[src/rtl/psram_pkg.sv]
// Shared constants and types for the PSRAM transfer engine.
// PSRAM_OCTAL_EN selects an 8-lane bus; the default build is quad (4 lanes).
package psram_pkg;

  localparam logic [7:0] PSRAM_CMD_QWR = 8'h38;
  localparam logic [7:0] PSRAM_CMD_QRD = 8'hEB;

`ifdef PSRAM_OCTAL_EN
  localparam int LANES = 8;
`else
  localparam int LANES = 4;
`endif

  localparam int CMD_PERIODS  = 8 / LANES;
  localparam int DATA_PERIODS = 32 / LANES;
  localparam logic [7:0] LANE_MASK = 8'((1 << LANES) - 1);
  localparam logic [19:0] DIV_MIN = 20'd2;

  typedef enum logic [2:0] {
    ST_IDLE,
    ST_CMD,
    ST_ADDR,
    ST_DUMMY,
    ST_DATA,
    ST_DONE
  } state_e;

  // Address bits are rounded up to whole SCK periods; the extra bits go out as leading zeros.
  function automatic int addrPeriods(input int addrWidth);
    return (addrWidth + LANES - 1) / LANES;
  endfunction

  function automatic logic [19:0] clampDiv(input logic [19:0] pscr);
    return (pscr < DIV_MIN) ? DIV_MIN : pscr;
  endfunction

endpackage

[src/rtl/psram_clkgen.sv]
// SCK generator: period div_i clk cycles, low for floor(div_i/2) cycles, then high.
// rise_o marks the first high cycle, fall_o the last cycle before the counter wraps.
module psram_clkgen (
  input  logic        clk_i,
  input  logic        rst_n_i,
  input  logic        en_i,
  input  logic [19:0] div_i,
  output logic        sck_o,
  output logic        rise_o,
  output logic        fall_o
);

  logic [19:0] cnt_q, cnt_d;
  logic [19:0] half;

  assign half   = div_i >> 1;
  assign rise_o = en_i && (cnt_q == half);
  assign fall_o = en_i && (cnt_q == div_i - 20'd1);
  assign sck_o  = en_i && (cnt_q >= half);

  always_comb begin
    cnt_d = cnt_q;
    if (!en_i || fall_o) begin
      cnt_d = '0;
    end else begin
      cnt_d = cnt_q + 20'd1;
    end
  end

  always_ff @(posedge clk_i or negedge rst_n_i) begin
    if (!rst_n_i) begin
      cnt_q <= '0;
    end else begin
      cnt_q <= cnt_d;
    end
  end

endmodule

[src/rtl/psram_xfer.sv]
// PSRAM quad/octal SPI transfer engine moving one 32-bit word per request.
// Define PSRAM_OCTAL_EN for an 8-lane bus; the default build drives 4 lanes.
module psram_xfer #(
  parameter int ADDR_WIDTH = 24
) (
  input  logic                  clk_i,
  input  logic                  rst_n_i,
  input  logic [19:0]           pscr_i,
  input  logic [4:0]            dummy_i,
  input  logic                  req_valid_i,
  output logic                  req_ready_o,
  input  logic                  req_we_i,
  input  logic [ADDR_WIDTH-1:0] req_addr_i,
  input  logic [31:0]           req_wdata_i,
  output logic                  rsp_valid_o,
  output logic [31:0]           rsp_rdata_o,
  output logic                  busy_o,
  output logic                  psram_sck_o,
  output logic                  psram_ce_o,
  output logic [7:0]            psram_io_en_o,
  output logic [7:0]            psram_io_out_o,
  input  logic [7:0]            psram_io_in_i
);

  import psram_pkg::*;

  localparam int ADDR_PERIODS = addrPeriods(ADDR_WIDTH);
  localparam int ADDR_BITS    = ADDR_PERIODS * LANES;
  localparam int SHIFT_W      = 8 + ADDR_BITS + 32;

  localparam logic [7:0] CMD_LAST  = 8'(CMD_PERIODS - 1);
  localparam logic [7:0] ADDR_LAST = 8'(ADDR_PERIODS - 1);
  localparam logic [7:0] DATA_LAST = 8'(DATA_PERIODS - 1);

  state_e             state_q, state_d;
  logic               we_q, we_d;
  logic [19:0]        div_q, div_d;
  logic [4:0]         dummy_q, dummy_d;
  logic [7:0]         perCnt_q, perCnt_d;
  logic [SHIFT_W-1:0] shift_q, shift_d;
  logic [31:0]        rdAcc_q, rdAcc_d;
  logic [31:0]        rspRdata_q, rspRdata_d;
  logic               rspValid_q, rspValid_d;

  logic clkEn, sckRaw, sckRise, sckFall;
  logic frameActive, driveLanes;
  logic unusedLanes;

  assign clkEn = (state_q != ST_IDLE);

  psram_clkgen u_clkgen (
    .clk_i  (clk_i),
    .rst_n_i(rst_n_i),
    .en_i   (clkEn),
    .div_i  (div_q),
    .sck_o  (sckRaw),
    .rise_o (sckRise),
    .fall_o (sckFall)
  );

  // Command, address and write word form one shift register emptied MSB first.
  always_comb begin
    state_d    = state_q;
    we_d       = we_q;
    div_d      = div_q;
    dummy_d    = dummy_q;
    perCnt_d   = perCnt_q;
    shift_d    = shift_q;
    rdAcc_d    = rdAcc_q;
    rspRdata_d = rspRdata_q;
    rspValid_d = 1'b0;

    case (state_q)
      ST_IDLE: begin
        if (req_valid_i) begin
          we_d     = req_we_i;
          div_d    = clampDiv(pscr_i);
          dummy_d  = dummy_i;
          perCnt_d = '0;
          rdAcc_d  = '0;
          shift_d  = {req_we_i ? PSRAM_CMD_QWR : PSRAM_CMD_QRD,
                      ADDR_BITS'(req_addr_i), req_wdata_i};
          state_d  = ST_CMD;
        end
      end

      ST_CMD: begin
        if (sckFall) begin
          shift_d = shift_q << LANES;
          if (perCnt_q == CMD_LAST) begin
            perCnt_d = '0;
            state_d  = ST_ADDR;
          end else begin
            perCnt_d = perCnt_q + 8'd1;
          end
        end
      end

      ST_ADDR: begin
        if (sckFall) begin
          shift_d = shift_q << LANES;
          if (perCnt_q == ADDR_LAST) begin
            perCnt_d = '0;
            state_d  = (!we_q && dummy_q != 5'd0) ? ST_DUMMY : ST_DATA;
          end else begin
            perCnt_d = perCnt_q + 8'd1;
          end
        end
      end

      ST_DUMMY: begin
        if (sckFall) begin
          if (perCnt_q == 8'(dummy_q) - 8'd1) begin
            perCnt_d = '0;
            state_d  = ST_DATA;
          end else begin
            perCnt_d = perCnt_q + 8'd1;
          end
        end
      end

      // With a divider of 2 the last sample and the wrap share a cycle, so rdAcc_d is forwarded.
      ST_DATA: begin
        if (sckRise && !we_q) begin
          rdAcc_d = {rdAcc_q[31-LANES:0], psram_io_in_i[LANES-1:0]};
        end
        if (sckFall) begin
          shift_d = shift_q << LANES;
          if (perCnt_q == DATA_LAST) begin
            perCnt_d   = '0;
            rspValid_d = 1'b1;
            rspRdata_d = we_q ? 32'h0 : rdAcc_d;
            state_d    = ST_DONE;
          end else begin
            perCnt_d = perCnt_q + 8'd1;
          end
        end
      end

      ST_DONE: begin
        if (sckFall) begin
          state_d = ST_IDLE;
        end
      end

      default: begin
        state_d = ST_IDLE;
      end
    endcase
  end

  always_ff @(posedge clk_i or negedge rst_n_i) begin
    if (!rst_n_i) begin
      state_q    <= ST_IDLE;
      we_q       <= 1'b0;
      div_q      <= DIV_MIN;
      dummy_q    <= '0;
      perCnt_q   <= '0;
      shift_q    <= '0;
      rdAcc_q    <= '0;
      rspRdata_q <= '0;
      rspValid_q <= 1'b0;
    end else begin
      state_q    <= state_d;
      we_q       <= we_d;
      div_q      <= div_d;
      dummy_q    <= dummy_d;
      perCnt_q   <= perCnt_d;
      shift_q    <= shift_d;
      rdAcc_q    <= rdAcc_d;
      rspRdata_q <= rspRdata_d;
      rspValid_q <= rspValid_d;
    end
  end

  // SCK is held low in DONE so CE-high time never carries clock edges.
  assign frameActive = state_q inside {ST_CMD, ST_ADDR, ST_DUMMY, ST_DATA};
  assign driveLanes  = (state_q inside {ST_CMD, ST_ADDR}) || (state_q == ST_DATA && we_q);

  assign req_ready_o    = (state_q == ST_IDLE);
  assign busy_o         = (state_q != ST_IDLE);
  assign rsp_valid_o    = rspValid_q;
  assign rsp_rdata_o    = rspRdata_q;
  assign psram_sck_o    = sckRaw && frameActive;
  assign psram_ce_o     = !frameActive;
  assign psram_io_en_o  = driveLanes ? LANE_MASK : 8'h00;
  assign psram_io_out_o = driveLanes ? 8'(shift_q[SHIFT_W-1 -: LANES]) : 8'h00;

  assign unusedLanes = ^(psram_io_in_i & ~LANE_MASK);

endmodule

[config.mk]
export PLATFORM = sky130hd
export DESIGN_NAME = psram_xfer
export DESIGN_NICKNAME = d
export VERILOG_FILES = /design/src/rtl/psram_pkg.sv /design/src/rtl/psram_clkgen.sv /design/src/rtl/psram_xfer.sv
export SDC_FILE = /design/constraint.sdc
export NUM_CORES = 1
export LEC_CHECK = 0
export ABC_AREA = 0
export BUFFER_PORTS_ARGS = -buffer_cell sky130_fd_sc_hd__buf_2
export CORE_UTILIZATION = 58
export DETAILED_ROUTE_END_ITERATION = 6
export PLACE_DENSITY_LB_ADDON = 0.2
export SYNTH_ARGS = -nofsm -noshare
export SYNTH_HDL_FRONTEND = slang
export SYNTH_SLANG_ARGS = --single-unit
[constraint.sdc]
create_clock -name clk_i -period 7.9 [get_ports clk_i]
set_input_delay 1.185 -clock clk_i [delete_from_list [all_inputs] [get_ports clk_i]]
set_output_delay 1.185 -clock clk_i [all_outputs]
set_load 0.005 [all_outputs]
==> results of run 1 <==
==> synthesized netlist by cell type (9+ instances only) <==
cell type | instances | area [um^2]
buf_4 | 13 | 97.59
o21ai_0 | 68 | 340.3
nand4_1 | 10 | 62.56
ha_1 | 25 | 312.8
dfrtp_1 | 185 | 4629
buf_6 | 9 | 101.4
inv_1 | 35 | 131.4
a21o_1 | 12 | 90.09
xor2_1 | 22 | 192.7
nand2_1 | 284 | 1066
mux2_4 | 53 | 795.8
nor3_1 | 17 | 85.08
nand3_1 | 19 | 95.09
xnor2_1 | 29 | 254.0
mux2_2 | 30 | 337.8
and3_1 | 13 | 81.33
nor2_1 | 74 | 277.8
clkbuf_1 | 42 | 157.7
mux2i_1 | 37 | 370.4
==> flip-flops by register name, summed over array words and instances (netlist names) <==
name	flops
rsp_valid_o	1
we_q	1
shift_q	64
rsp_rdata_o	32
div_q	20
state_q	3
rdAcc_q	32
dummy_q	5
perCnt_q	8
u_clkgen.cnt_q	20
==> metal layers <==
| metal | GRT usage (%) | wire length (um) |
|---|---|---|
| met2 | 42.40 | 10840 |
| met5 | 0 | 13 |
| met4 | 5.993 | 213 |
| met3 | 5.537 | 1053 |
| met1 | 34.89 | 10230 |
==> final cells by class <==
type / instances / area share [%]
Multi-Input combinational cell: 808 / 45.00
Sequential cell: 186 / 39.91
Timing Repair Buffer: 143 / 6.425
Clock buffer: 22 / 3.894
Tap cell: 225 / 2.413
Clock inverter: 10 / 1.212
Inverter: 35 / 1.126
Antenna cell: 1 / 0.02145
==> final timing paths <==
kind                                    startpoint                     endpoint  slack (ps)  cells past startpoint
max in group asynchronous                  rst_n_i  u_clkgen.cnt_q[4]$_DFF_PN0_        5480                      2
hold / removal             shift_q[58]$_DFFE_PN0P_      shift_q[58]$_DFFE_PN0P_         480                      1
setup / recovery              div_q[9]$_DFFE_PN0P_       rdAcc_q[1]$_DFFE_PN0P_        3740                      7
setup reg to reg              div_q[9]$_DFFE_PN0P_       rdAcc_q[1]$_DFFE_PN0P_        3740                      7
hold reg to reg            shift_q[58]$_DFFE_PN0P_      shift_q[58]$_DFFE_PN0P_         480                      1
min in group asynchronous                  rst_n_i       dummy_q[3]$_DFFE_PN0P_         880                      1
==> where the power goes <==
part / leakage, nW / switching [mW] / internal, mW
Sequential: 2.41 / 0.244 / 1.21
Combinational: 3.52 / 0.635 / 0.586
Clock: 0.285 / 0.363 / 0.509
==> cell families after synthesis <==
logic type      share of synthesized area [%]
mux                                     15.29
flops                                   44.97
compound gates                          8.073
buf+inv                                 4.870
other cells                           0.03622
simple gates                            19.43
fa+ha+maj                               3.021
xor+xnor                                4.314
==> metrics by stage <==
stage	power [mW]	hold WS [ps]	instances	cell area [um^2]	utilization (%)
floorplan	2.365	449.0	1097	10380	-
detailed placement	2.670	466.7	1397	11070	63.76
global placement	2.630	457.8	1397	11070	63.76
global route	3.795	495.7	1429	11660	67.19
CTS	3.560	482.6	1429	11660	67.19
finish	3.543	482.6	1430	11660	67.21
==> critical path: stages (launching register included) <==
cell and delay (ps):
dfrtp_1 500, inv_1 100, ha_1 310, nand4_1 110, nor4_1 680, nand2_2 820, nor2_4 1150, o21ai_0 260
==> qor.yml, run 1 <==
status: "completed"
nets: 1309
antenna_found_initial: 2
post_cts_buffers: 0
cp-end-kind: "flop"
first_global_vias: 7645
maxCapViolCount: 0
postRouteWirelength_um: 22350
die_x_um: 135.6
cts_sinks: 186
crit_arrival_ps: 4400
cts_hold_buf: 0
cts-buffers-inserted: 17
path_class: "reg2reg"
grt_pass1_wl_um: 37610
syn_area_um2: 10350
rsz0062_at_grt: "no"
cts_root_buf: "clkbuf_16"
grt_max_degree: 111
tns_ps: 0
netlist_instances: 1090
synth_seq_cells: 186
die_h_um: 135.6
rows: 48
slew_viol_final: 0
worstPathRequired_ps: 8140
ant_nets: 0
regArea_um2: 4656
clk_latency_ps: 420
clockBufferDepth: 2
drt_iter0_markers: 555
dr.pass1.iters: 5
drcViolationCount: 0
drive_gt1_share_pct: 22.43
p_leak_nw: 6.218
worstMarginPinSlew_ps: 1149
synth-edff-count: 0
multi_input_area_um2: 5249
grt_usage_pct: 25.84
layout_common_cells: "nand2_1, dfrtp_1, buf_2, nor2_1, o21ai_0"
synth-main-ff-cell: "dfrtp_1"
period_minus_slack_ps: 4158
critPathMaxFanout: 64
final_common_cell: "nand2_1"
synth-warning-count: 0
wl_per_cell_um: 15.63
ys_seq_area_share_pct: 44.97
slew_headroom_pct: 23.19
start_kind: "flop"
hp-class: "reg2reg"
area_growth_pct: 12.66
nFillCells: 1390
peakVddDrop_uv: 193.4
place_ws_ps: 3808
synth_async_sr_flop_share_pct: 100.0
hpwl_um: 14900
cts_tree: "yes"
fin_ws_ps: 3742
num_vias: 7913
power.density_nw_per_um2: 303.7
setup_viol: 0
place_congestion: 0.8513
clk_pin_slew_ps: 60
postSynthAreaPerCell_um2: 9.499
h-tree-depth: 4
start_util_pct: 59.65
fp.dieArea_um2: 18390
finalClockSkew_ps: 8.458
period_share_pct: 52.64
vias_per_cell: 5.534
hold_viol_final: 0
io_buffers: 133
coreArea_um2: 17360
grt-ovfl-total: 0
cts_resized: 0
io_pins: 146
synthDistinctLibCells: 57
max_freq_mhz: 240.5
Note: power is estimated with default switching activity, not from simulation.
==> inputs of run 2 (changes only) <==
--- a/config.mk
+++ b/config.mk
@@ -7,7 +7,7 @@
 export LEC_CHECK = 0
 export ABC_AREA = 0
 export BUFFER_PORTS_ARGS = -buffer_cell sky130_fd_sc_hd__buf_2
-export CORE_UTILIZATION = 58
+export CORE_UTILIZATION = 53
 export DETAILED_ROUTE_END_ITERATION = 6
 export PLACE_DENSITY_LB_ADDON = 0.2
 export SYNTH_ARGS = -nofsm -noshare
==> constraint.sdc (replaced) <==
create_clock -name clk_i -period 3.45 [get_ports clk_i]
set_input_delay 0.5175 -clock clk_i [delete_from_list [all_inputs] [get_ports clk_i]]
set_output_delay 0.5175 -clock clk_i [all_outputs]
set_load 0.005 [all_outputs]
==> run 2 against run 1 <==
  * Via count is 0.32% lower
  * Wire length is 1.9% higher
  * Critical path depth is 4 higher
  * Register-to-register slack worse by 3500 ps
  * Sequential share of layout area is 0.68 points lower
  * First-iteration DRC count is 26% lower
  * Hold slack worse by 380 ps
  * Fmax is 28% higher
==> qor.yml, run 2 (synthesis gave the netlist of run 1 again) <==
p_leak_nw: 6.298  # +1.3%
swShare_pct: 34.98  # -0.099 points
final_common_cell: "nand2_1"
combPwrFrac_pct: 34.4  # about the same
place_ws_ps: 191.2  # -3617 ps
period_minus_slack_ps: 3251  # -907.8 ps
critPathMaxFanout: 32  # -50%
fin_area_um2: 11870  # +1.7%
io_pins: 146  # unchanged
power_frac_seq_pct: 40.2  # -0.7 points
period_share_pct: 94.22  # +42 points
path_class: "reg2reg"
slew_headroom_pct: 42.85  # +20 points
p_clk_share_pct: 25.4  # +0.8 points
largest_register_ffs: 64  # unchanged
layout_common_cells: "nand2_1, dfrtp_1, buf_2, nor2_1, o21ai_0"
coreArea_um2: 18960  # +9.2%
cts_root_buf: "clkbuf_16"
die_h_um: 141.8  # +4.5%
status: "completed"
cts_sinks: 186  # unchanged
finalPower_mw: 8.256  # +130%
start_kind: "flop"
ant_nets: 0  # unchanged
crit_arrival_ps: 3550  # -850 ps
antenna_found_initial: 0  # -2
drive_gt1_share_pct: 23.33  # +0.91 points
io_buffers: 133  # unchanged
grt_usage_pct: 23.78  # -2.1 points
cp-startpoint: "div_q[1]$_DFFE_PN1P_"
fin_ws_ps: 199.4  # -3542 ps
dr.pass1.iters: 5  # unchanged
rsz0062_at_grt: "no"
cts_tree: "yes"
clk_pin_slew_ps: 70  # about the same
hp-class: "in2async"
switching_power_mw: 2.888  # +130%
grt_max_degree: 80  # -28%
top_register: "shift_q"
tns_ps: 0  # unchanged
worstMarginPinSlew_ps: 855.2  # -294.2 ps
h-tree-depth: 4  # unchanged
area_growth_pct: 14.62
postRouteWirelength_um: 22780  # +1.9%
vias_per_cell: 5.351  # -3.3%
nFillCells: 1578  # +14%
num_vias: 7888  # -0.32%
grt-ovfl-total: 0  # unchanged
power.density_nw_per_um2: 695.7  # +130%
wl_per_cell_um: 15.45  # -1.1%
cts_hold_buf: 0  # unchanged
cp-end-kind: "flop"
hpwl_um: 15760  # +5.8%
clk_latency_ps: 420  # about the same
fp.dieArea_um2: 20100  # +9.3%
setup_viol: 0  # unchanged
place_congestion: 0.8720  # +2.4%
rows: 50  # +4.2%
peakVddDrop_uv: 342.7  # +77%
first_global_vias: 7692  # +0.61%
clockBufferDepth: 2  # unchanged
r2r-start: "div_q[1]$_DFFE_PN1P_"
drcViolationCount: 0  # unchanged
finalClockSkew_ps: 13.49  # +5.035 ps
intPower_mw: 5.369  # +130%
slew_viol_final: 0  # unchanged
grt_pass1_wl_um: 38200  # +1.6%
max_freq_mhz: 307.6  # +28%
drt_iter0_markers: 410  # -26%
dpl_cell_area_um2: 11230  # +1.5%
hold_viol_final: 0  # unchanged
cts-buffers-inserted: 17  # unchanged
nets: 1318  # +0.69%
maxCapViolCount: 0  # unchanged
start_util_pct: 54.62  # -5.0 points
die_x_um: 141.8  # +4.5%
worstPathRequired_ps: 3750  # -4390 ps
==> run 2: timing repair <==
action / CTS / global route
setup buffers: 0 / 0
resized for setup: 0 / 1
setup endpoints to repair: 0 / 7
==> run 2: critical path: stages (launching register included) <==
cell      delay (ps)
dfstp_2          560
inv_1             60
ha_1             280
xnor2_1          130
a311o_1          330
a211oi_1         190
nor4b_1          310
nand4_2          250
nor2_2           200
and3_1           220
buf_12           210
mux2_2           360
==> run 2: power groups by stage <==
stage          Sequential, mW  Combinational (mW)  Clock (mW)
5_1_grt                  3.39                3.20        2.23
3_5_place_dp             3.33                2.84           0
4_1_cts                  3.31                2.86        2.14
6_report                 3.32                2.84        2.10
2_1_floorplan            3.15                2.27           0
3_3_place_gp             3.32                2.75           0
==> run 2: area by class of cell <==
type	count	area [um^2]	share of cell area, %
clock buffer	19	442.9	3.732
timing repair buffer	152	867.1	7.306
tap	260	325.3	2.741
antenna	1	2.502	0.02109
multi-input combinational	808	5251	44.25
sequential	186	4656	39.23
inverter	35	131.4	1.107
clock inverter	13	191.4	1.613
==> run 2: worst paths after layout <==
kind | endpoint | slack (ps) | depth (start not counted)
setup / recovery | rsp_rdata_o[2]$_DFFE_PN0P_ | 200 | 11
hold / removal | perCnt_q[3]$_DFFE_PN0P_ | 110 | 1
setup reg to reg | rsp_rdata_o[2]$_DFFE_PN0P_ | 200 | 11
hold reg to reg | shift_q[58]$_DFFE_PN0P_ | 480 | 1
max in group asynchronous | div_q[1]$_DFFE_PN1P_ | 2460 | 2
min in group clk_i | dummy_q[2]$_DFFE_PN0P_ | 300 | 3
==> run 2: layer usage <==
| layer | wire length [um] | vias to the layer above | GRT usage [%] |
|---|---|---|---|
| li1 | - | 3878 | - |
| met1 | 10730 | 3821 | 32.68 |
| met2 | 10970 | 167 | 39.10 |
| met3 | 803 | 22 | 4.286 |
| met4 | 267 | 0 | 5.603 |
| met5 | 0 | - | 0 |
==> run 2: through the flow <==
step | hold slack, ps | util [%] | instances
detailed placement | 465.2 | 59.23 | 1441
global route | 156.1 | 62.59 | 1473
global placement | 458.6 | 59.23 | 1441
floorplan | 221.9 | - | 1097
CTS | 143.5 | 62.58 | 1473
finish | 105.4 | 62.61 | 1474
